File: src/rtl/row_col_cod_nxn.sv
// Row/column coder for a SIZE x SIZE DCO capacitor array with optional slew limiting.
// Maps the applied tuning value onto full rows (active low), a one-hot partial row and a column thermometer.
module row_col_cod_nxn #(
    parameter int SIZE = 5,
    parameter int MAX  = SIZE * SIZE,
    parameter int W    = $clog2(MAX + 1),
    parameter int STEP = 0
) (
    input  logic            clk,
    input  logic            rst,
    input  logic            en,
    input  logic            snake,
    input  logic [W-1:0]    word,
    output logic [SIZE-1:0] r_all,
    output logic [SIZE-1:0] row,
    output logic [SIZE-1:0] col,
    output logic            settled,
    output logic            err
);
    localparam logic [W-1:0] MAX_V    = W'(MAX);
    localparam int           STEP_SAT = (STEP > MAX) ? MAX : STEP;
    localparam logic [W:0]   STEP_V   = (W+1)'(STEP_SAT);

    logic [W-1:0]    cur_reg, tgt_reg;
    logic [SIZE-1:0] r_all_reg, row_reg, col_reg;
    logic            settled_reg, err_reg;

    logic            word_ok;
    logic [W-1:0]    tgt_next, cur_next, cb_next;
    logic [W:0]      diff, mag;
    logic [31:0]     v_int;
    logic            rb_odd;
    logic [SIZE-1:0] r_all_next, row_next, col_lin, col_snk, col_next;

    // Target capture and bounded step; the |d| <= STEP check guarantees no overshoot
    always_comb begin
        word_ok  = (word <= MAX_V);
        tgt_next = word_ok ? word : tgt_reg;
        diff     = {1'b0, tgt_next} - {1'b0, cur_reg};
        mag      = diff[W] ? (~diff + 1'b1) : diff;
        if (STEP == 0 || mag <= STEP_V)
            cur_next = tgt_next;
        else if (!diff[W])
            cur_next = cur_reg + STEP_V[W-1:0];
        else
            cur_next = cur_reg - STEP_V[W-1:0];
    end

    assign v_int = 32'(cur_next);

    // Partial-row base found by a compare chain; v = k*SIZE stays on row k-1 with a full col
    always_comb begin
        logic [31:0] base;
        base   = '0;
        rb_odd = 1'b0;
        for (int k = 1; k < SIZE; k++) begin
            if (v_int > 32'(k * SIZE)) begin
                base   = 32'(k * SIZE);
                rb_odd = k[0];
            end
        end
        cb_next = W'(v_int - base);
    end

    for (genvar gi = 0; gi < SIZE; gi++) begin : g_cell
        assign r_all_next[gi] = !(v_int > 32'((gi + 1) * SIZE));
        assign row_next[gi]   = ((gi == 0) || (v_int > 32'(gi * SIZE))) &&
                                !(v_int > 32'((gi + 1) * SIZE));
        assign col_lin[gi]    = (32'(cb_next) > 32'(gi));
        assign col_snk[gi]    = (32'(cb_next) >= 32'(SIZE - gi));
    end

    assign col_next = (snake && rb_odd) ? col_snk : col_lin;

    always_ff @(negedge clk) begin
        if (rst) begin
            cur_reg     <= '0;
            tgt_reg     <= '0;
            r_all_reg   <= '0;
            row_reg     <= '0;
            col_reg     <= '0;
            settled_reg <= 1'b1;
            err_reg     <= 1'b0;
        end else if (en) begin
            cur_reg     <= cur_next;
            tgt_reg     <= tgt_next;
            r_all_reg   <= r_all_next;
            row_reg     <= row_next;
            col_reg     <= col_next;
            settled_reg <= (cur_next == tgt_next);
            err_reg     <= !word_ok;
        end
    end

    assign r_all   = r_all_reg;
    assign row     = row_reg;
    assign col     = col_reg;
    assign settled = settled_reg;
    assign err     = err_reg;
endmodule
File: config.mk
export PLATFORM = sky130hd
export DESIGN_NAME = row_col_cod_nxn
export DESIGN_NICKNAME = d
export VERILOG_FILES = /design/src/rtl/row_col_cod_nxn.sv
export SDC_FILE = /design/constraint.sdc
export NUM_CORES = 1
export LEC_CHECK = 0
export CAP_MARGIN = 20
export CORE_UTILIZATION = 55
export CTS_BUF_LIST = sky130_fd_sc_hd__clkbuf_4
export DETAILED_ROUTE_END_ITERATION = 7
export GPL_ROUTABILITY_DRIVEN = 0
export MAX_ROUTING_LAYER = met4
export PLACE_DENSITY = 0.84
export SLEW_MARGIN = 30
export SYNTH_ARGS = -nofsm -noshare
export SYNTH_HDL_FRONTEND = slang
export SYNTH_SLANG_ARGS = --single-unit
File: constraint.sdc
create_clock -name clk -period 8.05 [get_ports clk]
set_input_delay 1.61 -clock clk [delete_from_list [all_inputs] [get_ports clk]]
set_output_delay 1.61 -clock clk [all_outputs]
set_load 0.1 [all_outputs]
==> results.sh, run 1 <==
export IMPL_status="finished, violations left"
export IMPL_failed_checks="setup timing"
export IMPL_crit_slowest_cell="or4_4"
export IMPL_worst_ep_required_time_ps=4320
export IMPL_crit_arrival_ps=4650
export IMPL_placed_cell_area_mm2=0.001832
export IMPL_synth_xor_area_frac=0.006399
export IMPL_pwr_share_comb=0.481
export IMPL_fillCellCount=70
export IMPL_multi_input_comb_area_mm2=0.001005
export IMPL_die_area_mm2=0.002692
export IMPL_synth_avg_cell_area_um2=8.099
export IMPL_r2r_setup_slack_ps=4620
export IMPL_critPathMaxStageDelay_ps=500
export IMPL_pwr_share_seq=0.270
export IMPL_drv_cap=0
export IMPL_post_drt_via_cell_ratio=6.424
export IMPL_htree_levels=1
export IMPL_syn_area_mm2=0.001369
export IMPL_switchingPower_w=0.0001989
export IMPL_synth_compound_area_share=0.2952
export IMPL_synthAdderAreaFrac=0.05667
export IMPL_grt_ovfl_total=0
export IMPL_final_nets=264
export IMPL_drtIter0Drc=103
export IMPL_crit_type="in2reg"
export IMPL_crit_chain="buf_12 > and3b_2 > o221a_4 > a22oi_2 > o21ai_2 > or2_4 > ha_4 > fa_2 > or4_4 > nand4_1 > a311oi_2 > maj3_2 > o31a_1"
export IMPL_clk_pin_slew_ps=50
export IMPL_hold_viol=0
export IMPL_fin_skew_ps=38.70
export IMPL_setup_slack_ps=-327.6
export IMPL_clockPowerShare=0.250
export IMPL_die_height_um=51.89
export IMPL_postLayoutCellArea_mm2=0.002145
export IMPL_drv_slew=0
export IMPL_fin_util=0.9423
export IMPL_synth_fp_nets=182
export IMPL_io_buffer_count=24
export IMPL_synth_flop_cell="dfxtp_1"
export IMPL_finalSetupViolations=5
export IMPL_rows=17
export IMPL_relSlewSlack=0.4969
export IMPL_leakage_nw=0.9750
export IMPL_layout_common_cells="59 x buf_4, 26 x nor2_1, 22 x inv_1"
export IMPL_cts_hold_fix_buffers=0
export IMPL_dp_hpwl_mm=2.838
export IMPL_grt_start_max_net_pins=21
export IMPL_io_pins=26
export IMPL_start_util=0.6014
export IMPL_final_common_cell="buf_4"
export IMPL_switching_share=0.4804
export IMPL_synth_distinct_cells=53
export IMPL_clock_latency_ps=420
export IMPL_cts_sinks=20
export IMPL_synthMuxAreaShare=0.03839
export IMPL_p_int_w=0.0002151
export IMPL_synthCells=169
export IMPL_synth_edff_count=0
export IMPL_cts_tree="done"
export IMPL_clockRootBuffer="clkbuf_4"
export IMPL_vias=1786
export IMPL_start_kind="primary input"
export IMPL_clockBufferDepth=2
export IMPL_grt_pass1_wl_mm=7.714
export IMPL_rsz0062_at_grt="true"
export IMPL_syn_to_final_growth_pct=56.67
export IMPL_power_density_mw_per_mm2=193.1
export IMPL_worstSetupStartpoint="word[4]"
export IMPL_antenna_found_initial=0
export IMPL_ant_nets=0
export IMPL_cts_buffers=3
export IMPL_seq_area_frac_synth=0.2925
export IMPL_yosys_area_share_simple=0.2303
export IMPL_synth_seq_cells=20
export IMPL_regArea_um2=400.4
export IMPL_grt_pass1_vias=1712
export IMPL_antenna_cells=0
export IMPL_reg2regPathDepth=12
export IMPL_total_power_w=0.0004141
export IMPL_rr_startpoint="tgt_reg[2]"
export IMPL_path_max_fanout=8
export IMPL_tightest_slew_ps=752.3
export IMPL_grt_usage=0.4028
export IMPL_vdd_ir_drop_max_uv=188.2
export IMPL_core_area_mm2=0.002276
export IMPL_wl_mm=5.625
export IMPL_synth_top_family_by_area="compound AO/OA/AOI/OAI gates"
export IMPL_endpoint_kind="flip-flop"
export IMPL_crit_end="col[0]"
export IMPL_layout_drive_gt1_share=0.4240
export IMPL_wl_per_cell_um=20.23
export IMPL_dr_pass1_iters=5
export IMPL_hold_class="reg2reg"
export IMPL_r2r_end="col[0]"
export IMPL_ys_warn_count=0
export IMPL_fp_dieW_um=51.89
export IMPL_drc=0
export IMPL_postSynth_asyncResetShare=0
==> how the worst min path moves through the flow <==
stage                           from         end  slack (ps)  cells after the start
after detailed placement    r_all[1]    r_all[1]         460                      2
final                       r_all[1]    r_all[1]         470                      2
after global placement      r_all[1]    r_all[1]         450                      2
after CTS                   r_all[1]    r_all[1]         470                      2
after floorplan           tgt_reg[4]  tgt_reg[4]         450                      2
after global routing          row[1]      row[1]         490                      2
==> through the flow <==
stage,worst slack [ps],TNS [ps],hold slack [ps],instances
floorplan,-464.6,-1706,451.1,169
global placement,-978.8,-4658,445.1,245
detailed placement,-1150,-5471,460.7,245
CTS,-316.5,-1326,466.3,277
global route,-364.6,-1646,494.1,278
finish,-327.6,-1354,465.8,278
==> power by group through the flow <==
| stage | combinational (W) | sequential, W | clock [W] |
|---|---|---|---|
| after floorplan | 0.0000769 | 0.000153 | 0.0000160 |
| after global placement | 0.000161 | 0.000112 | 0.0000160 |
| after detailed placement | 0.000167 | 0.000113 | 0.0000160 |
| after CTS | 0.000178 | 0.000111 | 0.0000937 |
| after global routing | 0.000206 | 0.000112 | 0.000114 |
| final | 0.000199 | 0.000112 | 0.000103 |
==> what timing repair did <==
action | 4_1_cts | 5_1_grt
endpoints found under the setup margin | 5 | 5
setup buffers | 9 | 2
pin swaps | 18 | 18
gates resized for setup | 34 | 28
==> kinds of logic after synthesis <==
family	Yosys count
xor+xnor	1
other cells	1
flops	20
simple gates	64
compound gates	54
buf+inv	19
mux	4
fa+ha+maj	6
==> layer usage <==
layer	vias up	GRT usage	share of wire
met2	158	0.6432	0.46
li1	774	-	-
met5	-	-	0
met4	0	0.2477	0.071
met1	809	0.4740	0.37
met3	45	0.05848	0.10
==> critical path: cells and delay by family <==
family | cells | cell delay, ps
adders and majority gates | 3 | 890
and+or+nand+nor | 4 | 1130
buffers and inverters | 1 | 120
AOI/OAI and AO/OA | 5 | 890
==> Yosys cell counts (3+ instances only) <==
master    instances  area, µm²
ha_1              3      37.54
clkbuf_1          5      18.77
dfxtp_1          20      400.4
a211oi_1          5      37.54
o21ai_0           9      45.04
o41a_1            3      33.78
nor3_1            3      15.01
nor2_1           29      108.9
nand2_1           8      30.03
a21oi_1          14      70.07
nand3_1           5      25.02
buf_4             5      37.54
inv_1             5      18.77
mux2i_1           3      30.03
==> layout make-up <==
type,count,share of cell area
Timing Repair Buffer,71,0.2707
Tap cell,28,0.01634
Multi-Input combinational cell,130,0.4685
Inverter,5,0.009918
Clock inverter,21,0.03734
Sequential cell,20,0.1867
Clock buffer,3,0.01050
Power figures use the tool's default switching activity.
==> run 2: changes to the inputs <==
- PLACE_DENSITY: 0.84 -> 0.9
==> run 2 against run 1 <==
The flow still finishes with violations (setup timing). Clock-buffer cell count unchanged. Core utilization down 0.82 points. Via count down 0.67%. Combinational power up 2%. Power about the same. Register-to-register slack better by 50 ps. Critical path type unchanged. Critical endpoint is now col[4].
==> results.sh, run 2 (same netlist as run 1, synthesis figures left out) <==
export IMPL_status="finished, violations left"
export IMPL_failed_checks="setup timing"
export IMPL_finalSetupViolations=5
export IMPL_drtIter0Drc=166
export IMPL_final_common_cell="buf_4"
export IMPL_crit_type="in2reg"
export IMPL_wl_mm=5.445
export IMPL_antenna_cells=0
export IMPL_layout_drive_gt1_share=0.4251
export IMPL_crit_arrival_ps=4620
export IMPL_path_max_fanout=9
export IMPL_fp_dieW_um=51.89
export IMPL_cts_hold_fix_buffers=0
export IMPL_setup_slack_ps=-342.4
export IMPL_rows=17
export IMPL_hold_class="reg2reg"
export IMPL_rr_startpoint="tgt_reg[1]"
export IMPL_layout_common_cells="58 x buf_4, 25 x nor2_1, 22 x inv_1"
export IMPL_endpoint_kind="flip-flop"
export IMPL_grt_start_max_net_pins=21
export IMPL_r2r_setup_slack_ps=4670
export IMPL_start_kind="primary input"
export IMPL_gr_usage_met1=0.4304
export IMPL_grt_usage=0.3907
export IMPL_htree_levels=1
export IMPL_core_area_mm2=0.002276
export IMPL_min_to="r_all[1]"
export IMPL_antenna_found_initial=0
export IMPL_fin_skew_ps=34.24
export IMPL_cts_tree="done"
export IMPL_tightest_slew_ps=831.6
export IMPL_hold_path_depth=2
export IMPL_dp_slack_ps=-1220
export IMPL_grt_pass1_vias=1619
export IMPL_die_height_um=51.89
export IMPL_drv_slew=0
export IMPL_relSlewSlack=0.4438
export IMPL_ant_nets=0
export IMPL_cts_buffers=3
export IMPL_drv_cap=0
export IMPL_worst_ep_required_time_ps=4280
export IMPL_r2r_end="col[4]"
export IMPL_final_nets=262
export IMPL_grt_pass1_wl_mm=7.479
export IMPL_die_area_mm2=0.002692
export IMPL_rsz0062_at_grt="true"
export IMPL_dr_pass1_iters=7
export IMPL_start_util=0.6014
export IMPL_hold_viol=0
export IMPL_fin_util=0.9340
export IMPL_clockRootBuffer="clkbuf_4"
export IMPL_power_density_mw_per_mm2=194.6
export IMPL_post_drt_via_cell_ratio=6.451
export IMPL_cts_sinks=20
export IMPL_grt_met3_usage=0.09942
export IMPL_clockBufferDepth=2
export IMPL_io_buffer_count=24
export IMPL_drc=0
export IMPL_reg2regPathDepth=13
export IMPL_clock_latency_ps=410
export IMPL_clk_pin_slew_ps=50
export IMPL_hp_start="r_all[1]"
export IMPL_vias=1774
export IMPL_dp_hpwl_mm=2.726
export IMPL_globalRoute_busiestLayer="met2"
export IMPL_vdd_ir_drop_max_uv=191.8
export IMPL_syn_to_final_growth_pct=55.30
export IMPL_use_met2=0.6154
export IMPL_wl_per_cell_um=19.80
export IMPL_io_pins=26
export IMPL_leakage_nw=0.9660
export IMPL_fillCellCount=81
export IMPL_grt_ovfl_total=0
==> run 2: metal layers <==
metal	vias up	wire length, µm	share of wire
li1	774	-	-
met1	800	2046	0.38
met3	37	539	0.099
met4	0	295	0.054
met5	-	0	0
met2	163	2563	0.47
==> run 2: worst max-delay path by stage <==
stage / start / endpoint / slack [ps] / cells after the start
2_1_floorplan: word[3] / col[0] / -460 / 15
6_report: word[4] / col[4] / -340 / 15
3_3_place_gp: word[3] / col[4] / -1040 / 14
3_5_place_dp: word[1] / col[4] / -1220 / 13
5_1_grt: word[3] / col[4] / -370 / 15
4_1_cts: word[3] / col[4] / -220 / 13
==> run 2: where the power goes <==
group | leakage (nW) | internal [W] | total (W) | switching, W
Sequential | 0.165 | 0.000107 | 0.000112 | 0.00000491
Clock | 0.120 | 0.0000305 | 0.0000989 | 0.0000684
Combinational | 0.680 | 0.0000791 | 0.000203 | 0.000124
Total | 0.966 | 0.000216 | 0.000414 | 0.000198
==> run 2: layout make-up <==
cell class              instances  area [µm²]  share of cell area
well taps                      28       35.03             0.01648
clock inverters                20       75.07             0.03531
repair buffers                 69       565.5              0.2660
flip-flops and latches         20       400.4              0.1883
clock buffers                   3       22.52             0.01059
multi-input cells             130        1006              0.4732
inverters                       5       21.27             0.01001
==> run 2: stage by stage <==
step	power [W]	std cells	TNS (ps)	hold slack (ps)	instance area (µm²)
finish	0.0004137	275	-1488	457.8	2126
detailed placement	0.0002955	241	-5790	452.6	1802
global placement	0.0002889	241	-4954	443.2	1802
global route	0.0004322	275	-1686	500.3	2126
CTS	0.0003819	271	-905.3	458.4	2026
floorplan	0.0002455	169	-1706	451.1	1410
==> run 2: repair_timing <==
item,in CTS,in global routing
buffers inserted,8,4
gates resized for setup,47,15
pin swaps,21,14
endpoints found under the setup margin,5,5
==> run 2: critical path: stages <==
cell      delay (ps)
buf_6            130
and3b_2          240
or2_4            250
buf_6            130
a21oi_4          130
nor2_2            60
nor2_2           150
a21o_1           170
inv_2             60
fa_2             370
or4_4            480
nand4_1          160
a311oi_4          80
maj3_2           340
o31a_1           250
==> run 3: changes to the inputs <==
- SLEW_MARGIN: 30 -> unset
==> results of run 3 <==
Final layout, timing and power as in run 2 (identical DEF).
